**config.mk**
```make
export PLATFORM = sky130hd
export DESIGN_NAME = msrv32_pipe_ctrl_flat
export DESIGN_NICKNAME = d
export VERILOG_FILES = /design/src/rtl/msrv32_pkg.sv /design/src/rtl/msrv32_pipe_ctrl_if.sv /design/src/rtl/msrv32_hazard_detect.sv /design/src/rtl/msrv32_pipe_ctrl.sv /design/src/flat_wrapper.sv
export SDC_FILE = /design/constraint.sdc
export NUM_CORES = 1
export LEC_CHECK = 0
export ABC_AREA = 1
export CORE_AREA = 8 8 92 94
export CTS_CLUSTER_SIZE = 14
export DETAILED_ROUTE_END_ITERATION = 8
export DIE_AREA = 0 0 100 102
export MAX_ROUTING_LAYER = met4
export PLACE_DENSITY = 0.71
export RECOVER_POWER = 25
export SYNTH_ARGS = -nofsm -noshare
export SYNTH_HDL_FRONTEND = slang
export SYNTH_SLANG_ARGS = --single-unit
export TNS_END_PERCENT = 50
```
**constraint.sdc**
```tcl
create_clock -name clk_in -period 1.7 [get_ports clk_in]
set_input_delay 0.34 -clock clk_in [delete_from_list [all_inputs] [get_ports clk_in]]
set_output_delay 0.34 -clock clk_in [all_outputs]
set_load 0.01 [all_outputs]
```
**src/rtl/msrv32_pkg.sv**
```systemverilog
// Shared types and constants for the msrv32 pipeline sequencing controller.
// Provides the FSM state encoding, default parameters and the x0 index.
package msrv32_pkg;

  typedef enum logic [1:0] {
    ST_RUN      = 2'd0,
    ST_LD_STALL = 2'd1,
    ST_MEM_WAIT = 2'd2,
    ST_FLUSH    = 2'd3
  } state_e;

  localparam int unsigned FLUSH_CYCLES_DEF = 1;
  localparam int unsigned CNT_W_DEF        = 16;
  localparam int unsigned REG_AW           = 5;
  localparam int unsigned FCNT_W           = 4;
  localparam logic [REG_AW-1:0] X0_IDX     = '0;

endpackage

```
**src/rtl/msrv32_pipe_ctrl_if.sv**
```systemverilog
// Control/status bundle between the core pipeline and msrv32_pipe_ctrl.
// master: pipeline side (drives redirects, hazard info, dmem busy, counter clear)
// slave : controller side (drives stall/flush, state and performance counters)
interface msrv32_pipe_ctrl_if #(
  parameter int unsigned CNT_W = msrv32_pkg::CNT_W_DEF
);
  logic                              branch_taken_in;
  logic                              trap_taken_in;
  logic                              ld_in_s3_in;
  logic [msrv32_pkg::REG_AW-1:0]     rd_addr_s3_in;
  logic [msrv32_pkg::REG_AW-1:0]     rs1_addr_s2_in;
  logic [msrv32_pkg::REG_AW-1:0]     rs2_addr_s2_in;
  logic                              rs1_used_in;
  logic                              rs2_used_in;
  logic                              dmem_busy_in;
  logic                              clr_cnt_in;
  logic                              stall_out;
  logic                              flush_out;
  logic [1:0]                        state_out;
  logic [CNT_W-1:0]                  stall_cnt_out;
  logic [CNT_W-1:0]                  flush_cnt_out;

  modport master (
    output branch_taken_in, trap_taken_in, ld_in_s3_in, rd_addr_s3_in,
           rs1_addr_s2_in, rs2_addr_s2_in, rs1_used_in, rs2_used_in,
           dmem_busy_in, clr_cnt_in,
    input  stall_out, flush_out, state_out, stall_cnt_out, flush_cnt_out
  );

  modport slave (
    input  branch_taken_in, trap_taken_in, ld_in_s3_in, rd_addr_s3_in,
           rs1_addr_s2_in, rs2_addr_s2_in, rs1_used_in, rs2_used_in,
           dmem_busy_in, clr_cnt_in,
    output stall_out, flush_out, state_out, stall_cnt_out, flush_cnt_out
  );
endinterface

```
**src/rtl/msrv32_hazard_detect.sv**
```systemverilog
// Combinational load-use hazard detect between stage 3 (load) and stage 2 (sources).
// Ports: ld_s3_i/rd_s3_i describe the stage-3 load, rs*_s2_i/rs*_used_i the
// stage-2 reads; hazard_c is high when a used source matches a non-x0 load rd.
module msrv32_hazard_detect
  import msrv32_pkg::*;
(
  input  logic              ld_s3_i,
  input  logic [REG_AW-1:0] rd_s3_i,
  input  logic [REG_AW-1:0] rs1_s2_i,
  input  logic [REG_AW-1:0] rs2_s2_i,
  input  logic              rs1_used_i,
  input  logic              rs2_used_i,
  output logic              hazard_c
);

  logic rs1_hit;
  logic rs2_hit;

  assign rs1_hit  = rs1_used_i && (rs1_s2_i == rd_s3_i);
  assign rs2_hit  = rs2_used_i && (rs2_s2_i == rd_s3_i);
  // Writes to x0 are discarded, so they never create a dependency.
  assign hazard_c = ld_s3_i && (rd_s3_i != X0_IDX) && (rs1_hit || rs2_hit);

endmodule

```
**src/rtl/msrv32_pipe_ctrl.sv**
```systemverilog
// Pipeline sequencing controller: per cycle chooses capture, stall or bubble for
// reg_block_2. Priority is redirect > dmem busy > load-use hazard.
// Ports: clk_in, reset_n_in (async active-low), bus (slave modport) carrying the
// redirect/hazard/busy inputs and the stall/flush/state/counter outputs.
// stall_out/flush_out are combinational from state and current inputs.
module msrv32_pipe_ctrl
  import msrv32_pkg::*;
#(
  parameter int unsigned FLUSH_CYCLES = FLUSH_CYCLES_DEF,
  parameter int unsigned CNT_W        = CNT_W_DEF
) (
  input  logic               clk_in,
  input  logic               reset_n_in,
  msrv32_pipe_ctrl_if.slave  bus
);

  localparam logic [FCNT_W-1:0] FLUSH_RELOAD = FCNT_W'(FLUSH_CYCLES - 1);
  localparam logic              MULTI_FLUSH  = (FLUSH_CYCLES > 1);
  localparam logic [CNT_W-1:0]  CNT_MAX      = '1;

  state_e             state_q, state_d;
  logic [FCNT_W-1:0]  cnt_q, cnt_d;
  logic               pend_q, pend_d;
  logic [CNT_W-1:0]   stall_cnt_q, stall_cnt_d;
  logic [CNT_W-1:0]   flush_cnt_q, flush_cnt_d;

  logic hazard_c;
  logic redirect_c;
  logic take_redir_c;
  logic stall_c;
  logic flush_c;
  logic stall_g_c;
  logic flush_g_c;

  msrv32_hazard_detect u_hazard (
    .ld_s3_i    (bus.ld_in_s3_in),
    .rd_s3_i    (bus.rd_addr_s3_in),
    .rs1_s2_i   (bus.rs1_addr_s2_in),
    .rs2_s2_i   (bus.rs2_addr_s2_in),
    .rs1_used_i (bus.rs1_used_in),
    .rs2_used_i (bus.rs2_used_in),
    .hazard_c   (hazard_c)
  );

  assign redirect_c = bus.branch_taken_in || bus.trap_taken_in;

  // Next-state and stall/flush decode.
  always_comb begin
    state_d      = state_q;
    cnt_d        = cnt_q;
    pend_d       = pend_q;
    stall_c      = 1'b0;
    flush_c      = 1'b0;
    take_redir_c = 1'b0;
    unique case (state_q)
      ST_RUN, ST_LD_STALL: begin
        if (redirect_c) begin
          take_redir_c = 1'b1;
        end else if (bus.dmem_busy_in) begin
          stall_c = 1'b1;
          state_d = ST_MEM_WAIT;
        end else if (hazard_c && (state_q == ST_RUN)) begin
          // Hold the consumer one cycle and bubble the slot behind the load.
          stall_c = 1'b1;
          flush_c = 1'b1;
          state_d = ST_LD_STALL;
        end else begin
          state_d = ST_RUN;
        end
      end
      ST_MEM_WAIT: begin
        if (bus.dmem_busy_in) begin
          // Redirect is deferred until memory releases the pipeline.
          stall_c = 1'b1;
          if (redirect_c) pend_d = 1'b1;
        end else begin
          pend_d = 1'b0;
          if (pend_q || redirect_c) take_redir_c = 1'b1;
          else                      state_d      = ST_RUN;
        end
      end
      ST_FLUSH: begin
        flush_c = 1'b1;
        if (redirect_c) begin
          cnt_d = FLUSH_RELOAD;
        end else if (cnt_q <= FCNT_W'(1)) begin
          cnt_d   = '0;
          state_d = ST_RUN;
        end else begin
          cnt_d = cnt_q - FCNT_W'(1);
        end
      end
      default: state_d = ST_RUN;
    endcase

    // The redirect cycle is itself the first bubble; FLUSH covers the rest.
    if (take_redir_c) begin
      flush_c = 1'b1;
      if (MULTI_FLUSH) begin
        state_d = ST_FLUSH;
        cnt_d   = FLUSH_RELOAD;
      end else begin
        state_d = ST_RUN;
        cnt_d   = '0;
      end
    end
  end

  // Outputs are forced low while reset is asserted, independent of the clock.
  assign stall_g_c = stall_c && reset_n_in;
  assign flush_g_c = flush_c && reset_n_in;

  // Saturating performance counters; clear wins over increment.
  always_comb begin
    stall_cnt_d = stall_cnt_q;
    flush_cnt_d = flush_cnt_q;
    if (bus.clr_cnt_in) begin
      stall_cnt_d = '0;
      flush_cnt_d = '0;
    end else begin
      if (stall_g_c && (stall_cnt_q != CNT_MAX)) stall_cnt_d = stall_cnt_q + CNT_W'(1);
      if (flush_g_c && (flush_cnt_q != CNT_MAX)) flush_cnt_d = flush_cnt_q + CNT_W'(1);
    end
  end

  // State register.
  always_ff @(posedge clk_in or negedge reset_n_in) begin
    if (!reset_n_in) begin
      state_q     <= ST_RUN;
      cnt_q       <= '0;
      pend_q      <= 1'b0;
      stall_cnt_q <= '0;
      flush_cnt_q <= '0;
    end else begin
      state_q     <= state_d;
      cnt_q       <= cnt_d;
      pend_q      <= pend_d;
      stall_cnt_q <= stall_cnt_d;
      flush_cnt_q <= flush_cnt_d;
    end
  end

  assign bus.stall_out     = stall_g_c;
  assign bus.flush_out     = flush_g_c;
  assign bus.state_out     = state_q;
  assign bus.stall_cnt_out = stall_cnt_q;
  assign bus.flush_cnt_out = flush_cnt_q;

endmodule

```
**src/flat_wrapper.sv**
```systemverilog
// flat-port wrapper written by rule: the top's interface ports become plain ports
module msrv32_pipe_ctrl_flat import msrv32_pkg::*;
#(
  parameter int unsigned FLUSH_CYCLES = FLUSH_CYCLES_DEF,
  parameter int unsigned CNT_W        = CNT_W_DEF
)
  (clk_in, reset_n_in, bus_branch_taken_in, bus_trap_taken_in, bus_ld_in_s3_in, bus_rd_addr_s3_in, bus_rs1_addr_s2_in, bus_rs2_addr_s2_in, bus_rs1_used_in, bus_rs2_used_in, bus_dmem_busy_in, bus_clr_cnt_in, bus_stall_out, bus_flush_out, bus_state_out, bus_stall_cnt_out, bus_flush_cnt_out);
  msrv32_pipe_ctrl_if #(.CNT_W(CNT_W)) bus_i ();
  input  logic clk_in;
  input  logic reset_n_in;
  input wire logic [$bits(bus_i.branch_taken_in)-1:0] bus_branch_taken_in;
  input wire logic [$bits(bus_i.trap_taken_in)-1:0] bus_trap_taken_in;
  input wire logic [$bits(bus_i.ld_in_s3_in)-1:0] bus_ld_in_s3_in;
  input wire logic [$bits(bus_i.rd_addr_s3_in)-1:0] bus_rd_addr_s3_in;
  input wire logic [$bits(bus_i.rs1_addr_s2_in)-1:0] bus_rs1_addr_s2_in;
  input wire logic [$bits(bus_i.rs2_addr_s2_in)-1:0] bus_rs2_addr_s2_in;
  input wire logic [$bits(bus_i.rs1_used_in)-1:0] bus_rs1_used_in;
  input wire logic [$bits(bus_i.rs2_used_in)-1:0] bus_rs2_used_in;
  input wire logic [$bits(bus_i.dmem_busy_in)-1:0] bus_dmem_busy_in;
  input wire logic [$bits(bus_i.clr_cnt_in)-1:0] bus_clr_cnt_in;
  output wire logic [$bits(bus_i.stall_out)-1:0] bus_stall_out;
  output wire logic [$bits(bus_i.flush_out)-1:0] bus_flush_out;
  output wire logic [$bits(bus_i.state_out)-1:0] bus_state_out;
  output wire logic [$bits(bus_i.stall_cnt_out)-1:0] bus_stall_cnt_out;
  output wire logic [$bits(bus_i.flush_cnt_out)-1:0] bus_flush_cnt_out;
  assign bus_i.branch_taken_in = bus_branch_taken_in;
  assign bus_i.trap_taken_in = bus_trap_taken_in;
  assign bus_i.ld_in_s3_in = bus_ld_in_s3_in;
  assign bus_i.rd_addr_s3_in = bus_rd_addr_s3_in;
  assign bus_i.rs1_addr_s2_in = bus_rs1_addr_s2_in;
  assign bus_i.rs2_addr_s2_in = bus_rs2_addr_s2_in;
  assign bus_i.rs1_used_in = bus_rs1_used_in;
  assign bus_i.rs2_used_in = bus_rs2_used_in;
  assign bus_i.dmem_busy_in = bus_dmem_busy_in;
  assign bus_i.clr_cnt_in = bus_clr_cnt_in;
  assign bus_stall_out = bus_i.stall_out;
  assign bus_flush_out = bus_i.flush_out;
  assign bus_state_out = bus_i.state_out;
  assign bus_stall_cnt_out = bus_i.stall_cnt_out;
  assign bus_flush_cnt_out = bus_i.flush_cnt_out;
  msrv32_pipe_ctrl #(.FLUSH_CYCLES(FLUSH_CYCLES), .CNT_W(CNT_W)) u_core (.clk_in(clk_in), .reset_n_in(reset_n_in), .bus(bus_i));
endmodule
```
==> qor.log <==
[outcome] status finished, violations left
[sta] unrepaired setup endpoints after global routing true
[clock_network] H-tree depth 2
[drt] DRT Pass-1 Iters 4
[die] Die Span Y 102 um
[setup_path] ordered cell list for the critical path inv_2 > nor2_4 > nand2_2 > a21oi_2 > buf_4 > buf_4 > buf_4 > nand3_2 > nand2_8 > buf_12 > nand3_1 > o21ai_1
[global_route] vias in the first global route 2847
[clock_network] post-CTS clock slew at the launch and capture registers of the worst setup and hold paths 0.08 ns
[drt] Via density 4.75
[sta] ratio of final minimum period to clock period 1.07
[die] # IOs 60
[global_route] GRT overflow 0
[setup_path] required arrival time at the worst endpoint 1.92 ns
[drt] Final ANT Viol Nets 0
[setup_path] cell type with the highest occurrence count on the critical path sky130_fd_sc_hd__buf_4
[cells_and_area] share of cells above drive strength 1 0.255
[setup_path] type of element capturing the critical path register
[yosys] XOR/XNOR Fraction of Synth Area 0.0808
[worst_hold_path] min-delay worst type in2async
[yosys] Yosys warning count 0
[sta] max-slew violation count 0
[power] Clock power frac 0.280
[setup_path] number of cells on the worst reg-to-reg path 12
[clock_network] root buffer cell sky130_fd_sc_hd__clkbuf_8
[setup_path] Bufs and invs on worst path 5
[sta] Slew headroom 0.640
[yosys] per-instance average area after synthesis 6.73 um2
[clock_network] insertion delay of the later-clocked pin in the worst-skew pair 0.29 ns
[yosys] nets in the synthesized netlist 431
[drt] routed wire length per instance 13.1 um
[placement] final weighted congestion in routability-driven placement 0.896
[sta] shortest clock period the worst path allows after layout 1.81 ns
[setup_path] Crit path arrival time 2.03 ns
[power] combinational group share of total power 0.267
[cells_and_area] filler cell count in the final layout 652
[yosys] cells taking the most area after synthesis sky130_fd_sc_hd__dfrtp_1 36%, sky130_fd_sc_hd__nand2_1 17%, sky130_fd_sc_hd__nor2_1 8.3%
[clock_network] worst-case clock buffer depth 2
[cells_and_area] final net count 552
[run] number of max-cap violations 0
[drt] overall routed net length 8180 um
[placement] number of placed cells counting well taps 596
[yosys] flops & latches, synth 39
[placement] placed wire-length estimate 5750 um
[cells_and_area] Antenna Diode Count 0
[yosys] share of synthesized area spent on multiplexers 0
[clock_network] TritonCTS clock tree done
[die] site row count 31
[power] cell area power density 528 nW/um2
[yosys] post-synthesis share of cell area spent on and, or, nand and nor gates 0.400
[global_route] total global routing track utilization 0.161
[outcome] failing checks setup timing
[setup_path] Crit Path Max Fanout 6
[clock_network] cts bufs inserted 5
[drt] number of vias after detailed routing 2961
[power] leakage power summed over all cells 2.14 nW
[yosys] synthesized netlist cell count 403
[placement] I/O Buffers 59
[yosys] dominant combinational cell family by area after synthesis simple AND/OR/NAND/NOR gates
[drt] drt first-iter violations 162
[setup_path] launching instance or port of the critical path u_core.bus.state_out[1]$_DFFE_PN0P_
[power] VDD IR-drop max 0.415 mV
[setup_path] total number of cells along the worst setup path 12
[setup_path] Crit Path Class reg2reg
[yosys] count of distinct cell types in the synthesized netlist 29
[cells_and_area] post-layout utilization of the core 0.589
[setup_path] critical path's largest stage delay 0.45 ns
[global_route] global-route wire length before repair 13200 um
[setup_path] slowest library cell on the worst path sky130_fd_sc_hd__dfrtp_2
[sta] final worst slack -0.114 ns
[setup_path] Register-to-Register Setup Slack -0.11 ns
[yosys] share of synthesized cell area in full adder, half adder and majority cells 0.0185
[die] initial core utilization 0.384
[global_route] largest net degree at the start of global routing 41
[power] switching share of power 0.303
[die] Die X-Extent 100 um
[yosys] Netlist Area Pre-Place 2710 um2
[sta] transition time at the pin with the least slew margin 0.540 ns
[yosys] biggest area consumer among synthesized cells sky130_fd_sc_hd__dfrtp_1
[yosys] share of the synthesized area in the top cell type 0.360
[setup_path] critical path's top delay family buffers and inverters
[global_route] antenna violations before repair 0
[setup_path] startpoint of the most critical register-to-register path u_core.bus.state_out[1]$_DFFE_PN0P_
[die] area of the core region 7060 um2
[sta] Setup-failing EPs final 34
[yosys] synthesized-area fraction occupied by ao, oa, aoi and oai cells 0.0535
[setup_path] critical path launch point type register
[power] share of power burned in registers 0.453
[sta] hold violation total from the final report 0
[cells_and_area] signed area change from the synthesized netlist to the final layout 53.3%
[power] Cell Int Power 1.53 mW
[power] net switching component of the power 665 uW
[sta] Fmax 551 MHz
[clock_network] CTS hold repair buffers 0
[drt] DR DRC count 0
[yosys] sequential fraction of the synthesis area 0.360
[cells_and_area] non-filler cells in the finished layout 624
[setup_path] capturing element of the worst setup path u_core.bus.stall_cnt_out[0]$_DFFE_PN0P_
[clock_network] number of clock sinks 39
[sta] final clock skew 0.00362 ns
[setup_path] R2R Path End u_core.bus.stall_cnt_out[0]$_DFFE_PN0P_
[die] DIE AREA 10200 um2
cells in the final DEF (no fill, tap or decap), drive strengths merged:
cell / netlist / routed
clkinv: 0 / 3
dfrtp: 39 / 39
inv: 48 / 49
nand2: 127 / 127
nor2: 63 / 63
o211ai: 2 / 2
nor3: 9 / 9
xor2: 23 / 23
clkbuf: 5 / 7
a21oi: 4 / 4
buf: 5 / 67
dlymetal6s2s: 0 / 9
o22ai: 2 / 2
o21ai: 17 / 17
nand3: 43 / 43
xnor2: 2 / 2
clkdlybuf4s15: 0 / 8
a21boi: 1 / 1
nor4: 2 / 2
clkdlybuf4s50: 0 / 26
dlygate4sd2: 0 / 11
nand4: 7 / 7
ha: 4 / 4
power groups by stage:
stage                     clock [mW]  combinational, mW  sequential (mW)
after floorplan                    0              0.195             1.02
after global placement             0              0.475             1.00
after detailed placement           0              0.482             1.00
after CTS                      0.642              0.520            0.985
after global routing           0.690              0.639            0.998
final                          0.615              0.587            0.994
per-layer routing:
layer,routed length [um],GRT usage,vias to the layer above,share of wire
met4,138,0.0407,0,0.017
li1,-,-,1511,-
met1,3770,0.196,1354,0.46
met2,3840,0.267,84,0.47
met3,435,0.0327,12,0.053
met5,0,-,-,0
registers in the layout, indices dropped and copies added (netlist names):
register                  flops
u_core.bus.flush_cnt_out     16
u_core.cnt_q                  4
u_core.pend_q                 1
u_core.bus.state_out          2
u_core.bus.stall_cnt_out     16
synthesized netlist by cell type (all sizes together):
master / n
dfrtp: 39
nor3: 9
nand3: 43
clkbuf: 5
inv: 48
xnor2: 2
buf: 5
ha: 4
nor4: 2
nand4: 7
xor2: 23
o22ai: 2
o211ai: 2
o21ai: 17
nand2: 127
a21boi: 1
nor2: 63
a21oi: 4
worst min-delay path by stage:
stage | start | endpoint | depth (start not counted) | slack (ns)
floorplan | reset_n_in | u_core.bus.flush_cnt_out[0]$_DFFE_PN0P_ | 0 | 0.04
global placement | reset_n_in | u_core.cnt_q[2]$_DFFE_PN0P_ | 2 | 0.46
detailed placement | reset_n_in | u_core.cnt_q[3]$_DFFE_PN0P_ | 2 | 0.46
CTS | reset_n_in | u_core.cnt_q[3]$_DFFE_PN0P_ | 2 | 0.14
global route | reset_n_in | u_core.cnt_q[3]$_DFFE_PN0P_ | 2 | 0.21
finish | reset_n_in | u_core.cnt_q[3]$_DFFE_PN0P_ | 2 | 0.14
through the flow:
stage | hold WS, ns | area [um2] | setup slack (ns) | setup TNS [ns] | total power [mW]
after CTS | 0.141 | 3920 | -0.0670 | -0.156 | 2.15
after global placement | 0.458 | 3710 | -0.745 | -14.88 | 1.48
final | 0.139 | 4160 | -0.114 | -2.33 | 2.20
after global routing | 0.205 | 4160 | -0.209 | -5.34 | 2.33
after floorplan | 0.0444 | 2710 | 0.0553 | 0 | 1.21
after detailed placement | 0.461 | 3710 | -0.771 | -16.41 | 1.48
cells by family after synthesis:
kind of cell | after synthesis
simple gates | 251
flops | 39
buf+inv | 58
compound gates | 26
xor+xnor | 25
fa+ha+maj | 4
final cells by class:
class / instances / area, um2 / area share
repair inverters: 1 / 6.26 / 0.00150
multi-input cells: 306 / 1660 / 0.398
well taps: 99 / 124 / 0.0298
clock buffers: 5 / 68.8 / 0.0166
flip-flops and latches: 39 / 993 / 0.239
inverters: 48 / 188 / 0.0451
repair buffers: 123 / 1110 / 0.266
clock inverters: 3 / 15.0 / 0.00361
what timing repair did:
item	CTS	global route
setup buffers	13	5
endpoints found under the setup margin	36	52
resized for setup	61	52
pin swaps	22	8
gates cloned	0	2
(Power assumes the default switching activity.)
